`src/rtl/mips_pkg.sv`:
```
// mips_pkg: opcodes, instruction field positions and decode control bundle.
package mips_pkg;

    typedef enum logic [5:0] {
        OP_RTYPE = 6'h00,
        OP_BEQ   = 6'h04,
        OP_ADDI  = 6'h08,
        OP_LW    = 6'h23,
        OP_SW    = 6'h2B
    } opcode_e;

    localparam int OP_HI  = 31;
    localparam int OP_LO  = 26;
    localparam int RS_HI  = 25;
    localparam int RS_LO  = 21;
    localparam int RT_HI  = 20;
    localparam int RT_LO  = 16;
    localparam int RD_HI  = 15;
    localparam int RD_LO  = 11;
    localparam int IMM_HI = 15;
    localparam int FN_HI  = 5;

    typedef struct packed {
        logic reg_write;
        logic mem_read;
        logic mem_write;
        logic branch;
        logic alu_src;
        logic illegal;
        logic uses_rs;
        logic uses_rt;
    } ctrl_t;

endpackage

```
`src/rtl/id_decoder.sv`:
```
// id_decoder: combinational MIPS decode of instr into control, destination and immediate.
module id_decoder
    import mips_pkg::*;
#(
    parameter int DATA_WIDTH  = 16,
    parameter int INSTR_WIDTH = 32
) (
    input  logic [INSTR_WIDTH-1:0] instr,
    output ctrl_t                  ctrl,
    output logic [4:0]             dest,
    output logic [DATA_WIDTH-1:0]  imm
);

    logic [5:0] op;

    assign op  = instr[OP_HI:OP_LO];
    assign imm = DATA_WIDTH'($signed(instr[IMM_HI:0]));

    always_comb begin
        ctrl = '0;
        dest = '0;
        case (op)
            OP_RTYPE: begin ctrl.uses_rs = 1'b1; ctrl.uses_rt = 1'b1; ctrl.reg_write = 1'b1; dest = instr[RD_HI:RD_LO]; end
            OP_ADDI:  begin ctrl.uses_rs = 1'b1; ctrl.alu_src = 1'b1; ctrl.reg_write = 1'b1; dest = instr[RT_HI:RT_LO]; end
            OP_LW:    begin ctrl.uses_rs = 1'b1; ctrl.alu_src = 1'b1; ctrl.mem_read = 1'b1; ctrl.reg_write = 1'b1; dest = instr[RT_HI:RT_LO]; end
            OP_SW:    begin ctrl.uses_rs = 1'b1; ctrl.uses_rt = 1'b1; ctrl.mem_write = 1'b1; ctrl.alu_src = 1'b1; end
            OP_BEQ:   begin ctrl.uses_rs = 1'b1; ctrl.uses_rt = 1'b1; ctrl.branch = 1'b1; end
            default:  ctrl.illegal = 1'b1;
        endcase
        if (dest == '0) ctrl.reg_write = 1'b0;
    end

endmodule

```
`src/rtl/id_ex_stage.sv`:
```
// id_ex_stage: decode, load-use hazard detection and ID/EX register.
// Define ID_RF_BYPASS_EN to forward the writeback port onto ex_a/ex_b.
module id_ex_stage
    import mips_pkg::*;
#(
    parameter int RF_ADDRESS_WIDTH = 5,
    parameter int DATA_WIDTH       = 16,
    parameter int INSTR_WIDTH      = 32
) (
    input  logic                        clk,
    input  logic                        asyn_rst,
    input  logic                        in_valid,
    output logic                        in_ready,
    input  logic [INSTR_WIDTH-1:0]      instr,
    input  logic                        flush,
    input  logic                        ex_ready,
    output logic [RF_ADDRESS_WIDTH-1:0] rs1,
    output logic [RF_ADDRESS_WIDTH-1:0] rs2,
    input  logic [DATA_WIDTH-1:0]       Qs1,
    input  logic [DATA_WIDTH-1:0]       Qs2,
    input  logic                        wb_we,
    input  logic [RF_ADDRESS_WIDTH-1:0] wb_rd,
    input  logic [DATA_WIDTH-1:0]       wb_data,
    output logic                        ex_valid,
    output logic [5:0]                  ex_op,
    output logic [5:0]                  ex_funct,
    output logic [DATA_WIDTH-1:0]       ex_a,
    output logic [DATA_WIDTH-1:0]       ex_b,
    output logic [DATA_WIDTH-1:0]       ex_imm,
    output logic [RF_ADDRESS_WIDTH-1:0] ex_rd,
    output logic                        ex_reg_write,
    output logic                        ex_mem_read,
    output logic                        ex_mem_write,
    output logic                        ex_branch,
    output logic                        ex_alu_src,
    output logic                        ex_illegal
);

    ctrl_t                 ctrl;
    logic [4:0]            dest;
    logic [DATA_WIDTH-1:0] imm, a, b;
    logic [5:0]            ex_ctl;
    logic                  hazard, go;

    id_decoder #(.DATA_WIDTH(DATA_WIDTH), .INSTR_WIDTH(INSTR_WIDTH)) u_dec (
        .instr(instr),
        .ctrl (ctrl),
        .dest (dest),
        .imm  (imm)
    );

    assign rs1 = instr[RS_HI:RS_LO];
    assign rs2 = instr[RT_HI:RT_LO];

`ifdef ID_RF_BYPASS_EN
    assign a = (wb_we && wb_rd != '0 && wb_rd == rs1) ? wb_data : Qs1;
    assign b = (wb_we && wb_rd != '0 && wb_rd == rs2) ? wb_data : Qs2;
`else
    logic unused_wb;
    assign unused_wb = &{1'b0, wb_we, wb_rd, wb_data};
    assign a = Qs1;
    assign b = Qs2;
`endif

    assign hazard   = in_valid & ex_valid & ex_mem_read & (ex_rd != '0) &
                      ((ctrl.uses_rs & (ex_rd == rs1)) | (ctrl.uses_rt & (ex_rd == rs2)));
    assign in_ready = ~asyn_rst & (flush | (ex_ready & ~hazard));
    assign go       = in_valid & ~hazard;

    assign {ex_reg_write, ex_mem_read, ex_mem_write, ex_branch, ex_alu_src, ex_illegal} = ex_ctl;

    // Control is zeroed whenever ex_valid drops so EX never sees stale flags.
    always_ff @(posedge clk or posedge asyn_rst) begin
        if (asyn_rst) begin
            ex_valid <= 1'b0;
            ex_ctl   <= '0;
            ex_op    <= '0;
            ex_funct <= '0;
            ex_a     <= '0;
            ex_b     <= '0;
            ex_imm   <= '0;
            ex_rd    <= '0;
        end else if (flush) begin
            ex_valid <= 1'b0;
            ex_ctl   <= '0;
        end else if (ex_ready) begin
            ex_valid <= go;
            ex_ctl   <= go ? {ctrl.reg_write, ctrl.mem_read, ctrl.mem_write, ctrl.branch, ctrl.alu_src, ctrl.illegal} : '0;
            ex_op    <= instr[OP_HI:OP_LO];
            ex_funct <= instr[FN_HI:0];
            ex_a     <= a;
            ex_b     <= b;
            ex_imm   <= imm;
            ex_rd    <= dest;
        end
    end

endmodule
```
`config.mk`:
```
export PLATFORM = sky130hd
export DESIGN_NAME = id_ex_stage
export DESIGN_NICKNAME = d
export VERILOG_FILES = /design/src/rtl/mips_pkg.sv /design/src/rtl/id_decoder.sv /design/src/rtl/id_ex_stage.sv
export SDC_FILE = /design/constraint.sdc
export NUM_CORES = 1
export LEC_CHECK = 0
export BUFFER_PORTS_ARGS = -buffer_cell sky130_fd_sc_hd__buf_2
export CAP_MARGIN = 20
export CORE_MARGIN = 1
export CORE_UTILIZATION = 25
export DETAILED_ROUTE_END_ITERATION = 8
export PLACE_DENSITY = 0.58
export SLEW_MARGIN = 15
export SYNTH_ARGS = -nofsm -noshare
export SYNTH_HDL_FRONTEND = slang
export SYNTH_SLANG_ARGS = --single-unit
```
`constraint.sdc`:
```
create_clock -name clk -period 2.2 [get_ports clk]
set_input_delay 0 -clock clk [delete_from_list [all_inputs] [get_ports clk]]
set_output_delay 0 -clock clk [all_outputs]
set_load 0.02 [all_outputs]
```
== Word level (Yosys, flattened, before mapping) ==
Cells that the tools add are included.

* Register bits after elaboration: 72
* Input port bits: 91
* Output and inout bits: 83

* Eq/ne operators: 6
* Multiplexer cells: 15
* Bitwise logic cells: 14
* Reduce and logical (&&, ||, !) cells: 10

{| class="wikitable"
|+ Operator list
! cell !! number
|-
| 6-bit 2-to-1 mux || 3
|-
| 6-bit equality test, second input constant || 2
|-
| 1-bit 2-to-1 mux || 11
|-
| 5-bit equality test || 2
|-
| 5-bit one-hot mux with 2 select lines || 1
|-
| 1-bit AND || 9
|-
| 3-bit OR reduction || 3
|-
| 6-bit by 3-bit equality test with 1-bit output, second input constant || 1
|-
| 6-bit by 4-bit equality test with 1-bit output, second input constant || 1
|-
| 6-bit zero test || 1
|-
| 5-bit zero test || 1
|-
| 5-bit nonzero test || 1
|-
| 5-bit OR reduction || 1
|-
| 1-bit inverter || 3
|-
| 1-bit bitwise OR || 2
|-
| 2-bit AND reduction || 1
|-
| 2-bit nonzero test || 1
|-
| 2-bit OR reduction || 1
|}

== Longest topological paths before layout ==
Gate-level depths: netlist of run 1.

* Word-level depth: 11
* Depth in mapped cells: 6

== Cells and area by module ==
A second synthesis of run 1 with hierarchy kept.

* Cells, all modules: 248
* Area, all modules: 3318.2 um^2

{| class="wikitable"
|+ Modules (own cells, without submodules)
! module !! times used !! cells each !! area each (um^2) !! sequential area each (um^2)
|-
| id_ex_stage || 1 || 199 || 2956.6 || 1801.7
|-
| id_decoder || 1 || 49 || 361.6 || 0.0
|}

== Worst setup path before layout of run 1 ==
OpenSTA, ideal clock, no wires.

* Kind: reg-to-reg
* Start point: reg ex_rd[0]
* End point: reg ex_ctl[1]
* Library setup time: 0.129 ns
* Data arrival time: 1.444 ns
* Required time: 2.071 ns
* Path slack: 0.627 ns
* Cell stages (with the launch flop): 6
* Buffers on the path: 0
* Clock period less this slack: 1.573 ns
* Cells stage by stage: dfrtp_1 > xor2_1 > nor4_1 > nand3_2 > a21oi_4 > o31ai_1

* Cells in the longest elaborated chain, start to end: 9
* Elaborated cells between the ends (all ways): 13
* Classes of those cells: eq/ne: 2; mux: 3; bitwise: 7; reduce/logical: 1

{| class="wikitable"
|+ RTL lines
! what !! RTL line !! text
|-
| start, declared || id_ex_stage.sv:30 || <nowiki>output logic [RF_ADDRESS_WIDTH-1:0] ex_rd,</nowiki>
|-
| start signal, assigned || id_ex_stage.sv:94 || <nowiki>ex_rd <= dest;</nowiki>
|-
| 5-bit equality test || id_ex_stage.sv:66 || <nowiki>((ctrl.uses_rs & (ex_rd == rs1)) | (ctrl.uses_rt & (ex_rd == rs2)));</nowiki>
|-
| 1-bit AND || id_ex_stage.sv:66 ||
|-
| 1-bit bitwise OR || id_ex_stage.sv:66 ||
|-
| 1-bit AND * || id_ex_stage.sv:65 || <nowiki>assign hazard = in_valid & ex_valid & ex_mem_read & (ex_rd != '0) &</nowiki>
|-
| 1-bit inverter * || id_ex_stage.sv:68 || <nowiki>assign go = in_valid & ~hazard;</nowiki>
|-
| 1-bit AND * || id_ex_stage.sv:68 ||
|-
| 6-bit 2-to-1 mux * || id_ex_stage.sv:88 || <nowiki>ex_ctl <= go ? {ctrl.reg_write, ctrl.mem_read, ctrl.mem_write, ctrl.branch, ctrl.alu_src, ctrl.illegal} : '0;</nowiki>
|-
| 6-bit 2-to-1 mux * || id_ex_stage.sv:86 || <nowiki>end else if (ex_ready) begin</nowiki>
|-
| 6-bit 2-to-1 mux * || id_ex_stage.sv:83 || <nowiki>end else if (flush) begin</nowiki>
|-
| end signal, assigned || id_ex_stage.sv:88 ||
|-
| end, declared || id_ex_stage.sv:42 || <nowiki>logic [5:0] ex_ctl;</nowiki>
|}

Mark *: on every way between the ends. The rest lies on a longest branch, timed or not. The select of a mux whose other input is x is not followed.
A chain may end at the register's enable or synchronous reset.

== Worst setup path in the final report of run 1 ==
* Start point: in instr[31]
* End point: out in_ready

* Cells in the longest elaborated chain, start to end: 10
* Elaborated cells between the ends (all ways): 17
* Classes of those cells: eq/ne: 4; mux: 2; bitwise: 8; reduce/logical: 3

{| class="wikitable"
|+ RTL lines
! what !! RTL line !! text
|-
| start, declared || id_ex_stage.sv:14 || <nowiki>input logic [INSTR_WIDTH-1:0] instr,</nowiki>
|-
| 6-bit by 4-bit equality test with 1-bit output, or another cell as far along || id_decoder.sv:22 || <nowiki>case (op)</nowiki>
|-
| 5-bit OR reduction (no line) or 3-bit OR reduction (tied branches) || -- ||
|-
| 1-bit 2-to-1 mux || id_decoder.sv:22 ||
|-
| 1-bit AND || id_ex_stage.sv:66 ||
|-
| 1-bit bitwise OR * || id_ex_stage.sv:66 ||
|-
| 1-bit AND * || id_ex_stage.sv:65 ||
|-
| 1-bit inverter * || id_ex_stage.sv:67 || <nowiki>assign in_ready = ~asyn_rst & (flush | (ex_ready & ~hazard));</nowiki>
|-
| 1-bit AND * || id_ex_stage.sv:67 ||
|-
| 1-bit bitwise OR * || id_ex_stage.sv:67 ||
|-
| 1-bit AND * || id_ex_stage.sv:67 ||
|-
| end, declared || id_ex_stage.sv:13 || <nowiki>output logic in_ready,</nowiki>
|}

Mark *: on every way between the ends. The rest lies on a longest branch, timed or not.

==> metrics.md, run 1 <==
| Metric | Value |
|---|---|
| Synth Register Bits | `66` |
| # IOs | `174` |
| Initial Util | `25.80%` |
| Worst-skew pair later-pin latency | `0.33 ns` |
| Layout Nets | `512` |
| Actual slew at the worst max-slew pin | `0.6371 ns` |
| Register area share after synthesis | `55.81%` |
| Sink Count | `66` |
| DRT Pass-1 Iters | `4` |
| Startpoint Class | `input pin` |
| Number of core rows | `39` |
| Final Non-Filler Cells | `~570` |
| Final-layout fill cell count | `around 1100` |
| First-pass GRT wire length | `approximately 13000 um` |
| Leakage Power | `2.154 nW` |
| Share of layout cells above drive strength 1 | `54.82%` |
| Hold slack | `0.01888 ns` |
| Critical Path End Type | `primary output` |
| Critical R2R Capture | `ex_valid` |
| Setup_tns | `0 ns` |
| Max-slew violations | `0` |
| H-tree lvl count | `3` |
| Clock root cell | `clkbuf_16` |
| Drc violations | `0` |
| Crit Reg-Reg Startpoint | `ex_rd[0]` |
| Cell Area, Synth | `around 0.0030 sq mm` |
| Total power | `0.003754 W` |
| Skew final | `around 0.0037 ns` |
| Gr usage total | `around 14%` |
| Slowest-stage cell, CP | `or4_4` |
| Drt wl/cell | `13.96 um` |
| Die Wd | `110.8 um` |
| Cell count after synthesis | `223` |
| Ys Warns | `0` |
| Vias/cell | `4.370` |
| Rel. slew slack | `57.47%` |
| Hold path start | `instr[29]` |
| Worst hold stages | `2` |
| Synth-to-Final Area Change | `56.36%` |
| Final hold vios | `0` |
| Syn avg cell area | `13.27 sq um` |
| Final worst path period share | `a little over nine tenths` |
| Hold/Removal Path Class | `in -> reg` |
| Crit path max fanout | `5` |
| Fmax | `0.4847 GHz` |
| Largest net degree at the start of global routing | `42` |
| Die area | `0.01228 sq mm` |
| CTS Buf Count | `9` |
| R2R depth | `6` |
| Antenna violations before repair | `0` |
| VDD IR-drop max | `0.5578 mV` |
| CP peak stage delay | `0.56 ns` |
| CP startpoint | `instr[31]` |
| Flop2flop setup slack | `0.24 ns` |
| Die Ht | `110.8 um` |
| Commonest non-fill, non-tap cell in the layout | `buf_2` |
| Synth Net Count | `~310` |
| RePlAce Congestion | `0.7742` |
| Worst path required time | `roughly 2.2 ns` |
| PwrDens | `811.4 mW/mm^2` |
| CTS tree | `done` |
| Crit path top cell by count | `buf_2` |
| DRT antenna net count | `0` |
| Remaining Overflow, GRT | `0` |
| Crit Path Category | `in -> out` |
| DP HPWL | `5086 um` |
| Hold Path End | `ex_op[3]` |
| Ys async rst share | `100.0%` |
| Core area | `0.01147 sq mm` |
| Maximum root-to-sink buffer count | `2` |
| # port buffers | `between 150 and 200` |
| N_diodes | `0` |
| DRT iter0 DRCs | `71` |
| Total number of vias | `2482` |
| WL final | `7927 um` |
| Arr. time, crit path | `2.06 ns` |
| Postcts setup bufs | `0` |
| Placed Instances | `496` |
| Distinct cells, synth | `39` |
| Unrepaired setup endpoints after global routing | `no` |
| Max-cap violations | `0` |
| Vias in the first global route | `2688` |
| Most frequent cells in the layout | `151 x buf_2, 66 x dfrtp_1, 57 x dlygate4sd3_1, 54 x mux2_2, 9 x clkbuf_16` |
| Synth Flop Type | `dfrtp_1` |
| Final setup vio count | `0` |
| Clock period minus worst slack | `roughly 2.1 ns` |
| Status | `complete, no violations` |
| EDFF count, synth | `0` |
| Crit-path cells | `dlygate4sd3_1, buf_2, or4_4, o21ai_0, nand3_2, a211oi_1, nor3_1, buf_2` |
| Clock-pin slew on the worst setup and hold paths | `roughly 0.050 ns` |
[critical path, delay by kind of cell]
| family | cells | cell delay (ns) |
|---|---|---|
| and+or+nand+nor | 3 | 0.79 |
| AOI/OAI and AO/OA | 2 | 0.41 |
| buffers and inverters | 3 | 0.86 |
[synth_stat cells (2+ instances only)]
cell	n	area share, %
o21ai_0	2	0.34
nor3_1	5	0.85
or3_1	2	0.42
dfrtp_1	66	56
nor2b_1	2	0.42
inv_1	2	0.25
nand3_1	3	0.51
or4_1	2	0.51
buf_4	16	4.1
a22oi_1	5	1.3
nand2_1	7	0.89
mux2_2	54	21
xor2_1	8	2.4
buf_2	6	1.0
xnor2_1	2	0.59
o31ai_1	4	1.0
nor2_1	8	1.0
a21oi_1	8	1.4
[what timing repair did]
item | in CTS | in global routing
hold endpoints to repair | 85 | 0
hold buffers | 57 | 0
endpoints found under the setup margin | 0 | 2
resized for setup | 0 | 1
[stage by stage]
stage	area, sq um	worst slack, ns	utilization [%]
after CTS	4621	0.09219	40.29
after floorplan	2959	0.5452	-
after detailed placement	3764	0.4843	32.82
final	4627	0.1369	40.35
after global routing	4627	0.03001	40.35
after global placement	3764	0.5515	32.82
[how the worst max path moves through the flow]
stage                    end  cells past startpoint  slack, ns
floorplan            ex_a[0]                      1       0.55
global placement    in_ready                      6       0.55
detailed placement  in_ready                      6       0.48
CTS                 in_ready                      6       0.09
global route        in_ready                      8       0.03
finish              in_ready                      8       0.14
[final cells by class]
type / instances / area (sq um) / share of cell area [%]
Multi-Input combinational cell: 131 / 1141 / 24.66
Timing Repair Buffer: 211 / 1361 / 29.42
Inverter: 2 / 7.507 / 0.1622
Tap cell: 143 / 178.9 / 3.867
Clock inverter: 3 / 40.04 / 0.8653
Clock buffer: 12 / 246.5 / 5.327
Sequential cell: 66 / 1652 / 35.69
[cell families after synthesis]
| logic type | after synthesis | share of synthesized area (%) |
|---|---|---|
| flops | 66 | 55.81 |
| buf+inv | 26 | 5.835 |
| xor+xnor | 10 | 2.960 |
| compound gates | 27 | 6.935 |
| mux | 54 | 20.55 |
| simple gates | 40 | 7.908 |
[metal layers]
| metal | up-vias | global-route usage (%) | share of wire [%] |
|---|---|---|---|
| li1 | 1173 | - | - |
| met1 | 1203 | 15.13 | 41 |
| met2 | 94 | 22.82 | 50 |
| met3 | 12 | 5.467 | 6.6 |
| met4 | 0 | 5.689 | 2.3 |
| met5 | - | 0 | 0 |
[state kept, by name, summed over array words and instances, names as in the netlist]
register,count
ex_a,16
ex_b,16
ex_imm,11
ex_ctl,6
ex_op,6
ex_funct,5
ex_rd,5
ex_valid,1
[report_power, final]
| group | internal (W) | switching [W] | leakage [nW] | total [W] |
|---|---|---|---|---|
| clock network | 0.000897 | 0.000500 | 0.142 | 0.00140 |
| registers | 0.00138 | 0.0000986 | 0.790 | 0.00148 |
| logic | 0.000396 | 0.000485 | 1.22 | 0.000882 |
Power figures use the tool's default switching activity.
==> run 2, diff against run 1 <==
REMOVE_ABC_BUFFERS = 1   (was unset)
==> run 2 against run 1 <==
  * Hold slack better by 0.032 ns
  * Critical path depth stayed put
  * Utilization increased by 0.14 points
  * Die area did not move
  * Cell count is 0.88% higher
  * Design area rose by 0.35%
  * Critical path type is now in -> reg
  * Highest routed layer unchanged
==> metrics.md, run 2 (synthesized netlist as in run 1, its figures left out) <==
| Metric | Value |
|---|---|
| Startpoint Class | `input pin` |
| Final hold vios | `0 (unchanged)` |
| Hold/Removal Path Class | `in -> reg` |
| CTS tree | `done` |
| # port buffers | `151 (unchanged)` |
| DRT antenna net count | `0 (unchanged)` |
| Drt wl/cell | `13.46 um (-3.6%)` |
| Actual slew at the worst max-slew pin | `0.4676 ns (-0.1694 ns)` |
| Vias/cell | `4.380 (+0.25%)` |
| DRT iter0 DRCs | `56 (-21%)` |
| WL final | `7711 um (-2.7%)` |
| Maximum root-to-sink buffer count | `2 (unchanged)` |
| Worst-skew pair later-pin latency | `0.32 ns (about the same)` |
| Share of layout cells above drive strength 1 | `55.12% (+0.29 points)` |
| # IOs | `174 (unchanged)` |
| Clock-pin slew on the worst setup and hold paths | `0.05 ns (about the same)` |
| Skew final | `0.0008315 ns (-0.002898 ns)` |
| Die Ht | `110.8 um (unchanged)` |
| Status | `complete, no violations` |
| Pre-CTS setup slack | `0.4944 ns (+0.01005 ns)` |
| Core Util, Final | `40.49% (+0.14 points)` |
| Max-cap violations | `0 (unchanged)` |
| Commonest non-fill, non-tap cell in the layout | `buf_2` |
| Setup_tns | `0 ns (unchanged)` |
| Largest net degree at the start of global routing | `34 (-19%)` |
| RePlAce Congestion | `0.8093 (+4.5%)` |
| Crit path max fanout | `5 (unchanged)` |
| Remaining Overflow, GRT | `0 (unchanged)` |
| Rel. slew slack | `68.78% (+11 points)` |
| Clock root cell | `clkbuf_16` |
| N_diodes | `0 (unchanged)` |
| Arr. time, crit path | `2.32 ns (+0.26 ns)` |
| Unrepaired setup endpoints after global routing | `no` |
| Die area | `0.01228 sq mm (unchanged)` |
| Final setup vio count | `0 (unchanged)` |
| Crit Path Category | `in -> reg` |
| Number of core rows | `39 (unchanged)` |
| Final worst slack | `0.08977 ns (-0.04712 ns)` |
| VDD IR-drop max | `0.3166 mV (-43%)` |
| Largest registers | `ex_a x16, ex_b x16, ex_imm x11` |
| CTS Buf Count | `9 (unchanged)` |
| Gr usage total | `12.86% (-0.69 points)` |
| Total number of vias | `2510 (+1.1%)` |
| PwrDens | `795.4 mW/mm^2 (-2.0%)` |
| DRT Pass-1 Iters | `4 (unchanged)` |
| DP HPWL | `5201 um (+2.3%)` |
| Max-slew violations | `0 (unchanged)` |
| Antenna violations before repair | `0 (unchanged)` |
| Critical Path End Type | `register` |
| Initial Util | `25.80% (unchanged)` |
| Fmax | `0.4739 GHz (-2.2%)` |
| Layout Nets | `516 (+0.78%)` |
| Synth-to-Final Area Change | `56.91%` |
| Drc violations | `0 (unchanged)` |
| Clock period minus worst slack | `2.110 ns (+0.04712 ns)` |
| Die Wd | `110.8 um (unchanged)` |
| Most frequent cells in the layout | `151 x buf_2, 66 x dfrtp_1, 58 x dlygate4sd3_1, 54 x mux2_2, 9 x clkbuf_16` |
| H-tree lvl count | `3 (unchanged)` |
| Final worst path period share | `95.92% (+2.1 points)` |
| First-pass GRT wire length | `12480 um (-4.1%)` |
| Core area | `0.01147 sq mm (unchanged)` |
| Worst path required time | `2.40 ns (+0.20 ns)` |
| Total power | `0.003693 W (-1.6%)` |
| Sink Count | `66 (unchanged)` |
| Vias in the first global route | `2596 (-3.4%)` |
| Leakage Power | `2.167 nW (+0.60%)` |
-- run 2: cell count changes in the layout (fill, tap and decap cells not counted) --
cell           delta
nor4_1            +1
buf_12            -1
bufinv_16         -1
clkbuf_8          +2
dlygate4sd3_1     +1
nor3_1            -1
buf_4             +4
nor4_2            -1
nor3_2            +1
-- run 2: stage by stage --
step | hold WS (ns) | area [sq um] | instances
floorplan | 0 | 2794 | 199
global placement | 0.05460 | 3759 | 497
global route | 0.06771 | 4643 | 573
finish | 0.05134 | 4643 | 573
CTS | 0.02320 | 4623 | 571
detailed placement | 0.06593 | 3759 | 497
-- run 2: path summary, 6_finish.rpt --
check | from | endpoint | slack, ns | cells after the start
min in group asynchronous | asyn_rst | ex_ctl[5] | 0.25 | 3
setup / recovery | instr[31] | ex_valid | 0.09 | 8
hold reg to reg | ex_ctl[2] | ex_ctl[2] | 0.48 | 2
max in group asynchronous | asyn_rst | ex_funct[1] | 1.21 | 4
hold / removal | ex_ready | ex_ctl[0] | 0.05 | 3
setup reg to reg | ex_rd[0] | ex_valid | 0.13 | 6
-- run 2: critical path, stage by stage --
cell	delay, ns
dlygate4sd3_1	0.53
buf_2	0.15
or4_4	0.56
o21ai_0	0.16
nand3_2	0.17
nand4_1	0.13
a21oi_1	0.07
dlygate4sd3_1	0.55
-- run 2: repair_timing --
| item | 4_1_cts | 5_1_grt |
|---|---|---|
| endpoints found under the hold margin | 73 | 0 |
| resized for setup | 0 | 1 |
| setup endpoints to repair | 0 | 1 |
| buffers inserted | 0 | 2 |
| hold buffers | 58 | 0 |
-- run 2: power breakdown --
group          switching (W)  leakage (nW)  internal, W
Sequential         0.0000966         0.790      0.00138
Clock               0.000489         0.143     0.000851
Combinational       0.000483          1.23     0.000397
-- run 2: per-layer routing --
layer  track usage, %  vias up  wire length (um)  part of all wire, %
met5                0        -                 0                    0
met4            4.800        0                82                  1.1
met3            4.046        8               521                  6.8
met2            21.95      104              3851                   50
met1            15.08     1212              3255                   42
li1                 -     1186                 -                    -
-- run 2: cell type report --
class / instances / area (sq um)
Fill cell: 1089 / 6824
Multi-Input combinational cell: 131 / 1140
Clock buffer: 14 / 274.0
Inverter: 2 / 7.507
Timing Repair Buffer: 215 / 1381
Sequential cell: 66 / 1652
Tap cell: 143 / 178.9
Clock inverter: 2 / 10.01
